===== src/rtl/instruction_dispatch_unit_if.sv =====
// Fetch / operand-read / issue bus between the dispatch unit, the code ROM,
// the data RAM read ports and the execution FSM.
interface instruction_dispatch_unit_if #(
    parameter int OP_W    = 16,
    parameter int DADDR_W = 16,
    parameter int ROM_AW  = 16,
    parameter int ROW_W   = 96
);
    logic [ROM_AW-1:0]         oInstructionReadAddress;
    logic [OP_W+3*DADDR_W-1:0] iInstruction;
    logic [DADDR_W-1:0]        oDataReadAddress0;
    logic [DADDR_W-1:0]        oDataReadAddress1;
    logic [ROW_W-1:0]          iDataRead0;
    logic [ROW_W-1:0]          iDataRead1;
    logic                      oDecodeDone;
    logic [OP_W-1:0]           oOperation;
    logic [ROW_W-1:0]          oSource0;
    logic [ROW_W-1:0]          oSource1;
    logic [DADDR_W-1:0]        oDestination;
    logic                      iExeBusy;
    logic                      iResultReady;
    logic                      iJumpFlag;
    logic [ROM_AW-1:0]         iJumpIp;

    modport master (
        output oInstructionReadAddress, oDataReadAddress0, oDataReadAddress1,
               oDecodeDone, oOperation, oSource0, oSource1, oDestination,
        input  iInstruction, iDataRead0, iDataRead1,
               iExeBusy, iResultReady, iJumpFlag, iJumpIp
    );

    modport slave (
        input  oInstructionReadAddress, oDataReadAddress0, oDataReadAddress1,
               oDecodeDone, oOperation, oSource0, oSource1, oDestination,
        output iInstruction, iDataRead0, iDataRead1,
               iExeBusy, iResultReady, iJumpFlag, iJumpIp
    );
endinterface


===== src/rtl/instruction_dispatch_unit.sv =====
// Instruction front-end: fetch from code ROM, decode, read two operand rows
// from data RAM, issue with a one-cycle strobe, then advance or branch the IP.

module idu_operand_lane #(
    parameter int ROW_W = 96
) (
    input  logic             Clock,
    input  logic             Reset,
    input  logic             load,
    input  logic [ROW_W-1:0] rd_row,
    output logic [ROW_W-1:0] row
);
    logic [ROW_W-1:0] row_q;

    always_ff @(posedge Clock) begin
        if (Reset)     row_q <= '0;
        else if (load) row_q <= rd_row;
    end

    // RAM data is only valid in the issue cycle, so it is forwarded while the
    // strobe is high and held from the register afterwards.
    assign row = load ? rd_row : row_q;
endmodule

module instruction_dispatch_unit #(
    parameter int              OP_W      = 16,
    parameter int              DADDR_W   = 16,
    parameter int              ROM_AW    = 16,
    parameter int              ROW_W     = 96,
    parameter logic [OP_W-1:0] RETURN_OP = '0
) (
    input  logic                        Clock,
    input  logic                        Reset,
    input  logic                        iEnable,
    input  logic [ROM_AW-1:0]           iInitialIp,
    instruction_dispatch_unit_if.master bus,
    output logic [ROM_AW-1:0]           oCurrentIp,
    output logic                        oBusy,
    output logic                        oDone
);
    localparam int NUM_LANES = 2;

    typedef enum logic [2:0] {
        S_IDLE, S_FETCH, S_DECODE, S_READ, S_ISSUE, S_WAIT_EXE
    } state_t;

    state_t                             state_q, state_d;
    logic [ROM_AW-1:0]                  ip_q, ip_d;
    logic [OP_W-1:0]                    op_q, oper_q;
    logic [DADDR_W-1:0]                 dest_q, odest_q;
    logic [NUM_LANES-1:0][DADDR_W-1:0]  src_addr_q;
    logic [NUM_LANES-1:0][ROW_W-1:0]    rd_row, src_row;
    logic                               issue_fire;
    logic                               is_return;

    assign is_return = (op_q == RETURN_OP);

    // State register
    always_ff @(posedge Clock) begin
        if (Reset) begin
            state_q <= S_IDLE;
            ip_q    <= '0;
        end else begin
            state_q <= state_d;
            ip_q    <= ip_d;
        end
    end

    // Next-state and IP update
    always_comb begin
        state_d = state_q;
        ip_d    = ip_q;
        case (state_q)
            S_IDLE: begin
                if (iEnable) begin
                    state_d = S_FETCH;
                    ip_d    = iInitialIp;
                end
            end
            S_FETCH:  state_d = S_DECODE;
            S_DECODE: state_d = S_READ;
            S_READ:   state_d = S_ISSUE;
            S_ISSUE: begin
                if (!bus.iExeBusy) state_d = S_WAIT_EXE;
            end
            S_WAIT_EXE: begin
                if (bus.iResultReady) begin
                    if (is_return) begin
                        state_d = S_IDLE;
                    end else if (bus.iJumpFlag) begin
                        state_d = S_FETCH;
                        ip_d    = bus.iJumpIp;
                    end else begin
                        state_d = S_FETCH;
                        ip_d    = ip_q + 1'b1;
                    end
                end
            end
            default: state_d = S_IDLE;
        endcase
    end

    // Strobes are qualified with Reset so a reset cycle never issues or retires.
    always_comb begin
        oBusy      = (state_q != S_IDLE);
        issue_fire = (state_q == S_ISSUE) && !bus.iExeBusy && !Reset;
        oDone      = (state_q == S_WAIT_EXE) && bus.iResultReady && is_return && !Reset;
    end

    always_ff @(posedge Clock) begin
        if (Reset) begin
            op_q       <= '0;
            dest_q     <= '0;
            src_addr_q <= '0;
            oper_q     <= '0;
            odest_q    <= '0;
        end else begin
            if (state_q == S_DECODE) {op_q, dest_q, src_addr_q} <= bus.iInstruction;
            if (issue_fire) begin
                oper_q  <= op_q;
                odest_q <= dest_q;
            end
        end
    end

    assign rd_row = {bus.iDataRead1, bus.iDataRead0};

    genvar g;
    generate
        for (g = 0; g < NUM_LANES; g++) begin : g_lane
            idu_operand_lane #(.ROW_W(ROW_W)) u_lane (
                .Clock  (Clock),
                .Reset  (Reset),
                .load   (issue_fire),
                .rd_row (rd_row[g]),
                .row    (src_row[g])
            );
        end
    endgenerate

    assign bus.oInstructionReadAddress = ip_q;
    assign bus.oDataReadAddress0       = src_addr_q[0];
    assign bus.oDataReadAddress1       = src_addr_q[1];
    assign bus.oDecodeDone             = issue_fire;
    assign bus.oOperation              = issue_fire ? op_q : oper_q;
    assign bus.oDestination            = issue_fire ? dest_q : odest_q;
    assign bus.oSource0                = src_row[0];
    assign bus.oSource1                = src_row[1];
    assign oCurrentIp                  = ip_q;
endmodule

===== src/flat_wrapper.sv =====
// flat-port wrapper written by rule: the top's interface ports become plain ports
module instruction_dispatch_unit_flat 
#(
    parameter int              OP_W      = 16,
    parameter int              DADDR_W   = 16,
    parameter int              ROM_AW    = 16,
    parameter int              ROW_W     = 96,
    parameter logic [OP_W-1:0] RETURN_OP = '0
)
  (Clock, Reset, iEnable, iInitialIp, oCurrentIp, oBusy, oDone, bus_oInstructionReadAddress, bus_oDataReadAddress0, bus_oDataReadAddress1, bus_oDecodeDone, bus_oOperation, bus_oSource0, bus_oSource1, bus_oDestination, bus_iInstruction, bus_iDataRead0, bus_iDataRead1, bus_iExeBusy, bus_iResultReady, bus_iJumpFlag, bus_iJumpIp);
  instruction_dispatch_unit_if #(.OP_W(OP_W), .DADDR_W(DADDR_W), .ROM_AW(ROM_AW), .ROW_W(ROW_W)) bus_i ();
  input  logic Clock;
  input  logic Reset;
  input  logic iEnable;
  input  logic [ROM_AW-1:0] iInitialIp;
  output logic [ROM_AW-1:0] oCurrentIp;
  output logic oBusy;
  output logic oDone;
  output wire logic [$bits(bus_i.oInstructionReadAddress)-1:0] bus_oInstructionReadAddress;
  output wire logic [$bits(bus_i.oDataReadAddress0)-1:0] bus_oDataReadAddress0;
  output wire logic [$bits(bus_i.oDataReadAddress1)-1:0] bus_oDataReadAddress1;
  output wire logic [$bits(bus_i.oDecodeDone)-1:0] bus_oDecodeDone;
  output wire logic [$bits(bus_i.oOperation)-1:0] bus_oOperation;
  output wire logic [$bits(bus_i.oSource0)-1:0] bus_oSource0;
  output wire logic [$bits(bus_i.oSource1)-1:0] bus_oSource1;
  output wire logic [$bits(bus_i.oDestination)-1:0] bus_oDestination;
  input wire logic [$bits(bus_i.iInstruction)-1:0] bus_iInstruction;
  input wire logic [$bits(bus_i.iDataRead0)-1:0] bus_iDataRead0;
  input wire logic [$bits(bus_i.iDataRead1)-1:0] bus_iDataRead1;
  input wire logic [$bits(bus_i.iExeBusy)-1:0] bus_iExeBusy;
  input wire logic [$bits(bus_i.iResultReady)-1:0] bus_iResultReady;
  input wire logic [$bits(bus_i.iJumpFlag)-1:0] bus_iJumpFlag;
  input wire logic [$bits(bus_i.iJumpIp)-1:0] bus_iJumpIp;
  assign bus_oInstructionReadAddress = bus_i.oInstructionReadAddress;
  assign bus_oDataReadAddress0 = bus_i.oDataReadAddress0;
  assign bus_oDataReadAddress1 = bus_i.oDataReadAddress1;
  assign bus_oDecodeDone = bus_i.oDecodeDone;
  assign bus_oOperation = bus_i.oOperation;
  assign bus_oSource0 = bus_i.oSource0;
  assign bus_oSource1 = bus_i.oSource1;
  assign bus_oDestination = bus_i.oDestination;
  assign bus_i.iInstruction = bus_iInstruction;
  assign bus_i.iDataRead0 = bus_iDataRead0;
  assign bus_i.iDataRead1 = bus_iDataRead1;
  assign bus_i.iExeBusy = bus_iExeBusy;
  assign bus_i.iResultReady = bus_iResultReady;
  assign bus_i.iJumpFlag = bus_iJumpFlag;
  assign bus_i.iJumpIp = bus_iJumpIp;
  instruction_dispatch_unit #(.OP_W(OP_W), .DADDR_W(DADDR_W), .ROM_AW(ROM_AW), .ROW_W(ROW_W), .RETURN_OP(RETURN_OP)) u_core (.Clock(Clock), .Reset(Reset), .iEnable(iEnable), .iInitialIp(iInitialIp), .bus(bus_i), .oCurrentIp(oCurrentIp), .oBusy(oBusy), .oDone(oDone));
endmodule

===== config.mk =====
export PLATFORM = sky130hd
export DESIGN_NAME = instruction_dispatch_unit_flat
export DESIGN_NICKNAME = d
export VERILOG_FILES = /design/src/rtl/instruction_dispatch_unit_if.sv /design/src/rtl/instruction_dispatch_unit.sv /design/src/flat_wrapper.sv
export SDC_FILE = /design/constraint.sdc
export NUM_CORES = 1
export LEC_CHECK = 0
export ABC_AREA = 1
export BUFFER_PORTS_ARGS = -buffer_cell sky130_fd_sc_hd__buf_2
export CORE_AREA = 5 5 224 226
export CTS_BUF_LIST = sky130_fd_sc_hd__clkbuf_16
export DETAILED_ROUTE_END_ITERATION = 10
export DIE_AREA = 0 0 229 231
export MAX_ROUTING_LAYER = met4
export PLACE_DENSITY_LB_ADDON = 0.2
export SLEW_MARGIN = 20
export SYNTH_ARGS = -nofsm -noshare
export SYNTH_HDL_FRONTEND = slang
export SYNTH_HIERARCHICAL = 1
export SYNTH_SLANG_ARGS = --single-unit

===== constraint.sdc =====
create_clock -name Clock -period 3.5 [get_ports Clock]
set_input_delay 0.175 -clock Clock [delete_from_list [all_inputs] [get_ports Clock]]
set_output_delay 0.175 -clock Clock [all_outputs]
set_load 0.005 [all_outputs]

# Word-level counts from Yosys, hierarchy flattened
# Cells that the tools add are included.
totals:
  regBits: 307
  input_bits: 294
  out_inout_bits: 291
  elab_cells: 47
op_classes:
  addsub: 1
  n_eq_ne: 9
  n_mux: 14
  n_reduce_logical: 13
ops:
  columns: ["cell", "n"]
  rows:
  - ["2-to-1 mux 96 bit", 2]
  - ["2-to-1 mux 16 bit", 6]
  - ["one-hot mux 16 bit (2 select lines)", 1]
  - ["one-hot mux 3 bit (6 select lines)", 1]
  - ["adder 16 x 1 -> 16 bit (second input constant)", 1]
  - ["logical NOT 16 bit", 1]
  - ["2-to-1 mux 3 bit", 3]
  - ["!= test 2 bit (second input constant)", 4]
  - ["equality test 3 x 2 -> 1 bit (second input constant)", 2]
  - ["equality test 3 bit (second input constant)", 2]
  - ["logical AND 1 bit", 5]
  - ["AND reduction 4 bit", 1]
  - ["equality test 3 x 1 -> 1 bit (second input constant)", 1]
  - ["logical NOT 3 bit", 1]
  - ["AND reduction 3 bit", 1]
  - ["nonzero test 3 bit", 1]
  - ["logical NOT 1 bit", 2]
  - ["nonzero test 2 bit", 1]
  - ["2-to-1 mux 1 bit", 1]

# Depth between registers and ports, before layout
# Gate-level depths: netlist of the first run.
depth:
  word_depth: 5
  ltp_mapped: 14

# Cells and area by module
# Netlist of the first run, hierarchy kept.
by_module_without_submodules:
  columns: ["mod", "instances", "cells_per_inst", "area_each_um2", "seq_area_each_um2"]
  rows:
  - ["idu_operand_lane", 2, 801, 4644.5, 1921.8]
  - ["instruction_dispatch_unit", 1, 784, 5464.0, 2302.2]

# Least setup slack after synthesis of the first run
# No wires, ideal clock.
synth_path:
  kind: "register to output"
  from: "register u_core.state_q[0]"
  to: "output port bus_oSource0[54]"
  arrival_ns: 1.778
  required_time_ns: 3.325
  path_slack_ns: 1.547
  stages_incl_launch_ff: 14
  n_path_buf: 5
  cell_sequence: "dfxtp_1 > nor2_2 > nand2_1 > inv_1 > nand3_1 > inv_2 > buf_2 > buf_2 > buf_4 > buf_6 > buf_2 > nand2_1 > nand2_1 > inv_1"
synth_between:
  elab_chain_len: 4
synth_rtl:
  columns: ["element", "line", "text"]
  rows:
  - ["start, declared", "instruction_dispatch_unit.sv:47", "state_t state_q, state_d;"]
  - ["start signal, assigned", "instruction_dispatch_unit.sv:64", "state_q <= state_d;"]
  - ["equality test 3 bit", "instruction_dispatch_unit.sv:106", "issue_fire = (state_q == S_ISSUE) && !bus.iExeBusy && !Reset;"]
  - ["logical AND 1 bit (2 in series)", "instruction_dispatch_unit.sv:106", null]
  - ["net bus_oDecodeDone", "flat_wrapper.sv:22", "output wire logic [$bits(bus_i.oDecodeDone)-1:0] bus_oDecodeDone;"]
  - ["2-to-1 mux 96 bit", null, null]
  - ["end, declared", "flat_wrapper.sv:24", "output wire logic [$bits(bus_i.oSource0)-1:0] bus_oSource0;"]
# The timed path passes the listed nets, and every way through them passes these cells.

# Final worst setup path of the first run
layout_path:
  from: "register u_core.state_q[0]"
  to: "output port bus_oSource0[62]"
layout_between:
  elab_chain_len: 4
layout_rtl:
  columns: ["element", "line"]
  rows:
  - ["equality test 3 bit", "instruction_dispatch_unit.sv:106"]
  - ["logical AND 1 bit (2 in series)", "instruction_dispatch_unit.sv:106"]
  - ["2-to-1 mux 96 bit", null]
# No other way between the ends.

==> summary.md, run 1 <==
| Metric | Value |
|---|---|
| Final period utilization | `0.837` |
| Share of the synthesized area in the top cell type | `0.417` |
| Via density | `approximately 4.3` |
| Remaining global-route overflow | `0` |
| Die X | `229 um` |
| Antenna viol nets, final | `0` |
| Finished Layout Cells | `3806` |
| Ys Warns | `6` |
| Largest cells by area after synthesis | `dfxtp_1 42%, nand2_1 18%, inv_1 17%, nor2_1 6.7%, a21oi_1 3.8%` |
| CP Max Fanout | `55` |
| Dpl hpwl | `38.1 mm` |
| Final core utilization | `0.450` |
| First-pass GRT wire length | `85.5 mm` |
| Worst path cell trace | `nor2_2, nand2_1, inv_1, nand3_1, inv_8, inv_4, buf_4, nand2_1, nand2_1, inv_1, buf_2` |
| Top delay family on crit path | `buffers and inverters` |
| PD cells | `535 nW/um^2` |
| Clock transition at the registers of the reported paths | `60 ps` |
| Worst slew pin tran | `988 ps` |
| Synthesis-to-finish area growth | `46.8%` |
| RSZ-0062 raised after global routing | `no` |
| WL per Instance | `between 10 and 15 um` |
| Post-CTS Resized | `0` |
| Worst IR Drop VDD | `347 uV` |
| Remaining DRCs | `0` |
| I/O Pins | `585` |
| Slew Limit Headroom | `0.341` |
| Min-delay worst type | `in -> reg` |
| Worst skew pair latency | `530 ps` |
| Status | `complete, no violations` |
| Async S/R FF share, synth | `0` |
| CP Data Required Time | `3320 ps` |
| Syn Area/Cell | `6.18 sq um` |
| CTS Buffer Depth | `3` |
| Reg2Reg Depth | `8` |
| GRT Resource Usage Total | `0.202` |
| Number of synthesized flops with an enable pin | `0` |
| Hold Crit Depth | `5` |
| Post-synthesis sequential area ratio | `0.417` |
| Die H | `231 um` |
| Global placement routability congestion | `0.932` |
| Root Driver | `clkbuf_16` |
| WP buf/inv | `6` |
| # fillers | `~5k` |
| Post-synth top flop | `dfxtp_1` |
| Crit-path most repeated cell | `nand2_1` |
| CP startpoint kind | `flip-flop` |
| DRT Pass-1 Iters | `6` |
| Worst Skew | `about 9.9 ps` |
| TritonCTS Buffers | `37` |
| Critical path class | `reg -> out` |
| Placed Cells | `between 3k and 4k` |
| Final #Nets | `3451` |
| Layout cells sized above 1 | `0.216` |
| Starting Density | `0.306` |
| Largest net degree at the start of global routing | `122` |
| Pwr Total | `~12000 uW` |
| CTS tree | `yes` |
| Critical path endpoint category | `output pin` |
| Port Buf Inserts | `between 500 and 600` |
| Rows | `a little over 80` |
| CP arrival | `2750 ps` |
| Post-synth top area cell | `dfxtp_1` |
| Final setup TNS | `0 ps` |
| Critical Path Max Stage Delay | `450 ps` |
| Leak | `~0.013 uW` |
| Die Area | `52900 sq um` |
| Final wirelength | `54.4 mm` |
| Final setup violation count | `0` |
| Vias in the first global route | `16.1k` |
| Placed Area | `17900 sq um` |
| H-Tree Depth | `2` |
| Vias | `16.4k` |
| Core Area | `48100 sq um` |
| Ant. Diodes | `0` |
| Final hold violations | `0` |
| Cell Area, Synth | `14800 sq um` |
| Count leader, synth | `nand2_1` |
| Max Cap Viol | `0` |
| Post-synth top cells | `697 x nand2_1, 677 x inv_1, 307 x dfxtp_1, 263 x nor2_1, 111 x a21oi_1` |
| Syn Nets | `2681` |
| Crit-path slowest cell | `inv_4` |
| #FFs+latches synth | `between 300 and 400` |
| Post-route cell area | `~22000 sq um` |
| Post-Syn Instances | `2386` |
| Clock Sink Count | `307` |
| Levels on crit path | `11` |
| DR iter-0 viols | `886` |
| Crit path time final | `between 2000 and 3000 ps` |
| Count of final max-slew check failures | `0` |
| Library cells used by synthesis | `31` |
| Initial antenna violation count | `0` |
| Max Freq | `between 0.3 and 0.4 GHz` |
-- cells in the final DEF (no fill, tap or decap), drive strengths merged --
cell type	n
clkinvlp	2
clkinv	13
clkbuf	40
nor4	1
a21oi	112
dlygate4sd3	260
or2	32
bufinv	2
a211o	1
o21ai	43
nand3	73
buf	598
nand2	700
a2bb2oi	2
nor2	265
dfxtp	307
ha	1
a22oi	1
inv	694
a211oi	32
a21boi	1
nand4	4
-- final timing paths --
kind / to / start / slack [ps]
max reg2reg: u_core/bus.oInstructionReadAddress[6] / u_core/state_q[1] / 820
max: bus_oSource0[62] / u_core/state_q[0] / 570
min: u_core/g_lane[1].u_lane/row_q[81] / bus_iDataRead1[81] / 50
min reg2reg: u_core/bus.oDataReadAddress0[7] / u_core/bus.oDataReadAddress0[7] / 460
-- logic make-up after synthesis --
family | share of synthesized area
adders and majority gates | 0.000848
buffers and inverters | 0.223
DFF | 0.417
AOI/OAI and AO/OA | 0.0723
and+or+nand+nor | 0.287
-- flip-flops by register name (all words and copies together) (netlist names) --
register and count:
u_core/bus.oInstructionReadAddress 16, u_core/bus.oDataReadAddress0 16, u_core/op_q 16, u_core/g_lane.u_lane/row_q 192, u_core/oper_q 16, u_core/bus.oDataReadAddress1 16, u_core/odest_q 16, u_core/state_q 3
u_core/dest_q 16
-- stage by stage --
stage | setup WS, ps | hold WS (ps)
global route | 348 | 23.3
detailed placement | 897 | 453
floorplan | 1550 | 340
CTS | 545 | 1.28
global placement | 869 | 446
finish | 571 | 47.0
-- what timing repair did --
action / in CTS / in global routing
setup buffers: 0 / 0
hold buffers: 260 / 0
endpoints found under the setup margin: 0 / 0
hold endpoints to repair: 260 / 0
-- worst min-delay path, stage by stage --
cell and delay [ps]:
buf_2 80, inv_1 40, nand2_1 70, nand2_1 90, nor2_1 90
-- where the power goes --
| part | switching [uW] | total [uW] | internal, uW |
|---|---|---|---|
| clock network | 1500 | 3660 | 2160 |
| registers | 337 | 4320 | 3980 |
| logic | 2180 | 3610 | 1430 |
| total | 4020 | 11600 | 7570 |
-- area by class of cell --
| cell class | instances | area [sq um] | area share |
|---|---|---|---|
| tap | 622 | 778 | 0.0359 |
| clock inverter | 28 | 179 | 0.00826 |
| multi-input combinational | 1268 | 5320 | 0.246 |
| timing repair buffer | 859 | 5680 | 0.262 |
| clock buffer | 39 | 976 | 0.0451 |
| inverter | 683 | 2580 | 0.119 |
| sequential | 307 | 6150 | 0.284 |
-- routing by layer --
layer / track usage / routed length [um]
met3: 0.0478 / 3760
met1: 0.240 / 23000
met2: 0.339 / 25900
met5: - / 0
met4: 0.0690 / 1770
Note: power is estimated with default switching activity, not from simulation.
==> run 2, diff against run 1 <==
Settings changed: CORE_AREA 5 5 224 226 to 5 5 225 227, DIE_AREA 0 0 229 231 to 0 0 230 232.
Clock period 3.5 ns to 2.5 ns, I/O delays scaled along.
==> run 2 against run 1 <==
Clock skew up 1.5 ps. Final cell count increased by 1.1%. Utilization is 1.3 points higher. First-iteration DRC count rose by 5.2%. Die area increased by 0.87%. Sequential share of layout area fell by 0.96 points. Combinational power up 47%. Cell area grew 3.5%. Global-route usage about the same. Largest cell class is now non-clock buffers. Highest routed layer unchanged.
==> summary.md, run 2 (same netlist as run 1, synthesis figures left out) <==
| Metric | Value |
|---|---|
| Remaining DRCs | `0` |
| Crit path time final | `2360 ps` |
| CP startpoint kind | `flip-flop` |
| CP Data Required Time | `between 2000 and 2500 ps` |
| Worst slew pin tran | `691 ps` |
| Die X | `230 um` |
| Post-route cell area | `22400 sq um` |
| Largest net degree at the start of global routing | `143` |
| Crit-path slowest cell | `dfxtp_2` |
| Critical Path Max Stage Delay | `around 350 ps` |
| Final core utilization | `0.463` |
| Critical path class | `reg -> out` |
| Placed Area | `around 18000 sq um` |
| Commonest non-fill, non-tap cells in the layout | `695 x nand2_1, 687 x inv_1, 583 x buf_2` |
| Reg2Reg Depth | `9` |
| Worst Skew | `11.4 ps` |
| Dpl hpwl | `37.7 mm` |
| TritonCTS Buffers | `38` |
| Die Area | `53400 sq um` |
| Final hold violations | `0` |
| Final wirelength | `57.0 mm` |
| DRT Pass-1 Iters | `5` |
| Pre-CTS setup slack | `208 ps` |
| Layout cells sized above 1 | `0.223` |
| CP Max Fanout | `15` |
| Worst IR Drop VDD | `523 uV` |
| Leak | `0.0136 uW` |
| Hold Crit Depth | `5` |
| Slew Limit Headroom | `0.539` |
| Max Freq | `about 0.42 GHz` |
| Port Buf Inserts | `584` |
| Max Cap Viol | `0` |
| Final period utilization | `0.943` |
| Min-delay worst type | `in -> reg` |
| Global placement routability congestion | `0.889` |
| Pwr Total | `16600 uW` |
| Initial antenna violation count | `4` |
| Reg with most FFs | `u_core/g_lane.u_lane/row_q` |
| GRT Resource Usage Total | `0.203` |
| Clock transition at the registers of the reported paths | `60 ps` |
| Remaining global-route overflow | `0` |
| Worst path cell trace | `nor2_2, nand2_2, inv_2, nand3_4, inv_16, buf_12, buf_6, nand2_1, nand2_1, inv_1, buf_2` |
| Fin worst setup slack | `142 ps` |
| Critical path endpoint category | `output pin` |
| CTS Buffer Depth | `3` |
| Final setup TNS | `0 ps` |
| Die H | `232 um` |
| I/O Pins | `about 590` |
| Crit-path most repeated cell | `nand2_1` |
| DR iter-0 viols | `932` |
| Clock Sink Count | `307` |
| Core Area | `48400 sq um` |
| Rows | `81` |
| Most common cell after layout, fill and taps aside | `nand2_1` |
| First-pass GRT wire length | `85.4 mm` |
| H-Tree Depth | `2` |
| Max reg flops | `192` |
| Antenna viol nets, final | `0` |
| Count of final max-slew check failures | `0` |
| Synthesis-to-finish area growth | `51.9%` |
| PD cells | `738 nW/um^2` |
| Worst skew pair latency | `540 ps` |
| WL per Instance | `14.8 um` |
| Starting Density | `0.305` |
| CTS tree | `yes` |
| Final setup violation count | `0` |
| Via density | `4.31` |
| Status | `complete, no violations` |
| Root Driver | `clkbuf_16` |
| Final #Nets | `3488` |
| Vias in the first global route | `16.3k` |
| Vias | `16.6k` |
| CP arrival | `2230 ps` |
-- run 2: final cells by class --
cell class | count | area [sq um]
Fill cell | 4948 | 26000
Timing Repair Buffer | 893 | 6310
Tap cell | 622 | 778
Inverter | 683 | 2610
Clock buffer | 39 | 976
Clock inverter | 28 | 198
Multi-Input combinational cell | 1268 | 5360
Sequential cell | 307 | 6150
Timing Repair inverter | 2 | 27.5
Antenna cell | 4 | 10.0
-- run 2: what timing repair did --
action                                  in CTS  in global routing
hold endpoints to repair                   272                  0
cloned                                       4                  9
buffers inserted                             0                  7
hold buffers                               273                  0
endpoints found under the setup margin     177                216
gates resized for setup                     18                 21
-- run 2: worst paths after layout --
path | endpoint | slack [ps] | from
setup / recovery | bus_oSource1[0] | 140 | u_core/state_q[0]
hold / removal | u_core/bus.oInstructionReadAddress[10] | 40 | bus_iJumpIp[10]
setup reg to reg | u_core/bus.oInstructionReadAddress[13] | 410 | u_core/state_q[2]
hold reg to reg | u_core/bus.oDataReadAddress1[6] | 460 | u_core/bus.oDataReadAddress1[6]
-- run 2: metrics by stage --
stage               hold WS (ps)  cells
floorplan                    290   2386
global placement             398   3482
detailed placement           406   3482
CTS                         3.93   3826
global route                51.0   3846
finish                      42.7   3846
-- run 2: power breakdown --
group          internal (uW)  switching (uW)
sequential              5580             447
clock                   3120            2110
combinational           2170            3130
total                  10900            5690
-- run 2: critical path, delay by kind of cell, from the launching register on --
kind	cells	cell delay (ps)
buffers and inverters	6	760
AND/OR/NAND/NOR	5	580
flip-flops	1	350
-- run 2: routing by layer --
metal  GRT usage  share of wire  vias to the layer above
li1            -              -                     8376
met1       0.233           0.42                     7446
met2       0.342           0.47                      612
met3      0.0461          0.069                      144
met4      0.0859          0.043                        0
met5           -              0                        -
==> run 3, diff against run 2 <==
==> constraint.sdc (replaced) <==
create_clock -name Clock -period 2.5 [get_ports Clock]
set_input_delay 0.375 -clock Clock [delete_from_list [all_inputs] [get_ports Clock]]
set_output_delay 0.375 -clock Clock [all_outputs]
set_load 0.005 [all_outputs]
==> run 3 against run 2 <==
Register-to-register slack improved by 200 ps. Count of clock-buffer cells in the layout is the same. Largest cell class is now flip-flops and latches. Clock power decreased by 2%. Wire length decreased by 5.0%. Total power about the same. Critical path type unchanged. Clock skew fell by 4.2 ps. Cell area down 7.6%. Sequential share of layout area up 2.3 points. Utilization fell by 3.5 points. Critical path depth is 1 higher. Non-clock buffer count is 221 lower. Final cell count is 5.8% lower.
==> summary.md, run 3 (same netlist as run 1, synthesis figures left out) <==
| Metric | Value |
|---|---|
| Die H | `232 um` |
| Comb pwr share | `0.327` |
| Switching part of the total | `0.348` |
| GRT Resource Usage Total | `0.190` |
| Port Buf Inserts | `a little under 600` |
| Critical R2R Capture | `u_core/bus.oInstructionReadAddress[9]` |
| Critical Path Max Stage Delay | `around 330 ps` |
| Hold EP | `u_core/bus.oDataReadAddress0[4]` |
| DR iter-0 viols | `765` |
| Largest net degree at the start of global routing | `roughly 130` |
| Crit Reg-Reg Startpoint | `u_core/op_q[11]` |
| First-pass GRT wire length | `79.2 mm` |
| Worst slew pin tran | `709 ps` |
| WL met3 | `3.86 mm` |
| CTS Hold Bufs | `0` |
| Root Driver | `clkbuf_16` |
| Status | `complete, no violations` |
| Vias in the first global route | `14.6k` |
| Pwr Total | `16500 uW` |
| CP Data Required Time | `2120 ps` |
| Met1 WL | `22.6 mm` |
| # fillers | `5233` |
| Critical path class | `reg -> out` |
| Count of final max-slew check failures | `0` |
| Crit path time final | `approximately 2500 ps` |
| Max Freq | `0.407 GHz` |
| Hold Startpoint | `bus_iInstruction[4]` |
| Max layer used | `met4` |
| Register-to-register setup slack | `a little over 600 ps` |
| Final period utilization | `0.984` |
| Initial antenna violation count | `8` |
| Routed wl met2 | `between 20 and 30 mm` |
| PD cells | `around 800 nW/um^2` |
| Most common cell after layout, fill and taps aside | `nand2_1` |
| Leak | `0.0127 uW` |
| Starting Density | `0.305` |
| Die Area | `53400 sq um` |
| Crit-path most repeated cell | `nand2_1` |
| CP Max Fanout | `14` |
| Final setup violation count | `0` |
| WL per Instance | `14.9 um` |
| Reg2Reg Depth | `10` |
| H-Tree Depth | `2` |
| Seq pwr share | `0.365` |
| Worst IR Drop VDD | `about 450 uV` |
| Final setup TNS | `0 ps` |
| CTS tree | `yes` |
| Rows | `81` |
| Min-delay worst type | `in -> reg` |
| Worst Skew | `between 7 and 8 ps` |
| Max Cap Viol | `0` |
| Hold Crit Depth | `3` |
| CP startpoint kind | `flip-flop` |
| Cell Int Power | `around 11000 uW` |
| Core Area | `48400 sq um` |
| Worst path cell trace | `nor2_4, nand2_2, inv_2, nand3_4, buf_12, clkinv_16, inv_16, clkbuf_16, nand2_1, nand2_1, inv_1, buf_2` |
| Dpl hpwl | `38.0 mm` |
| Clk network pwr share | `0.309` |
| Slew Limit Headroom | `0.527` |
| Remaining DRCs | `0` |
| Global placement routability congestion | `between 0.8 and 0.9` |
| Crit-path slowest cell | `dfxtp_2` |
| DRT Pass-1 Iters | `5` |
| TritonCTS Buffers | `37` |
| Final #Nets | `3268` |
| Clock Sink Count | `roughly 300` |
| Vias | `15.5k` |
| Layout cells sized above 1 | `0.309` |
| Die X | `230 um` |
| Via density | `4.29` |
| Synthesis-to-finish area growth | `40.4%` |
| Critical path endpoint category | `output pin` |
| Reg with most FFs | `u_core/g_lane.u_lane/row_q` |
| Antenna viol nets, final | `0` |
| Commonest non-fill, non-tap cells in the layout | `622 x nand2_1, 610 x inv_1, 564 x buf_2` |
| Remaining global-route overflow | `0` |
| Switch Pwr | `around 5800 uW` |
| Final wirelength | `54.1 mm` |
| Worst skew pair latency | `530 ps` |
| I/O Pins | `585` |
| CTS Buffer Depth | `3` |
| Clock transition at the registers of the reported paths | `60 ps` |
| RSZ-0062 raised after global routing | `yes` |
| Sequential Area | `6150 sq um` |
| CP arrival | `roughly 2100 ps` |
| Max reg flops | `192` |
| Multi-input gate area | `5620 sq um` |
| Final hold violations | `0` |
==> run 3: cell types whose count changed in the layout (fill, tap and decap cells not counted), moves of 6 or more <==
| cell | before | now |
|---|---|---|
| buf_2 | 583 | 564 |
| buf_12 | 8 | 14 |
| a21oi_1 | 105 | 99 |
| inv_2 | 3 | 74 |
| or2_2 | 26 | 6 |
| nand2_2 | 5 | 78 |
| nand2_1 | 695 | 622 |
| inv_1 | 687 | 610 |
| dlygate4sd3_1 | 273 | 0 |
| buf_6 | 1 | 21 |
| clkbuf_16 | 45 | 52 |
| buf_4 | 12 | 45 |
| or2_4 | 0 | 20 |
| a21oi_2 | 7 | 13 |
==> run 3: area by class of cell <==
| type | count | share of cell area |
|---|---|---|
| multi-input cells | 1268 | 0.271 |
| clock inverters | 22 | 0.00743 |
| repair buffers | 672 | 0.209 |
| clock buffers | 39 | 0.0471 |
| well taps | 622 | 0.0376 |
| inverters | 683 | 0.126 |
| flip-flops and latches | 307 | 0.297 |
| diodes | 7 | 0.000846 |
| repair inverters | 4 | 0.00375 |
==> run 3: power groups by stage <==
stage          Clock, uW  Sequential (uW)  Combinational [uW]
2_1_floorplan          0             6000                2980
3_3_place_gp           0             6090                4800
3_5_place_dp           0             6110                4830
4_1_cts             5290             6020                5050
5_1_grt             5510             6110                6050
6_report            5110             6030                5400
==> run 3: critical path, delay by kind of cell, from the launching register on <==
| kind | cells | cell delay (ps) |
|---|---|---|
| buffers and inverters | 7 | 780 |
| DFF | 1 | 330 |
| and+or+nand+nor | 5 | 410 |
==> run 3: how the worst max path moves through the flow <==
stage                            startpoint                 end  slack, ps  depth (start not counted)
after floorplan                       Reset    bus_oSource0[54]        340                         12
after CTS                 u_core/state_q[0]  bus_oOperation[11]        -60                         11
after detailed placement              Reset  bus_oOperation[15]        170                          9
after global routing      u_core/state_q[0]    bus_oSource0[11]        -90                         12
after global placement                Reset  bus_oOperation[15]        140                          9
final                     u_core/state_q[0]    bus_oSource0[58]         40                         12
==> run 3: metrics by stage <==
stage	area, sq um	cells	setup slack (ps)	utilization	hold slack, ps
floorplan	14800	2386	343	-	449
global placement	18200	3504	144	0.375	446
detailed placement	18200	3504	166	0.375	450
CTS	19700	3579	-61.7	0.407	62.2
global route	20700	3623	-85.7	0.428	78.9
finish	20700	3624	40.3	0.428	109
==> run 3: repair_timing <==
action	CTS	global route
setup buffers	8	21
cloned	6	18
gates resized for setup	53	214
pin swaps	12	2
endpoints found under the setup margin	224	224
==> run 3: routing by layer <==
layer  vias up  global-route usage
met3        74              0.0468
met5         -                   -
li1       7966                   -
met4         0              0.0585
met2       523               0.325
met1      6985               0.221
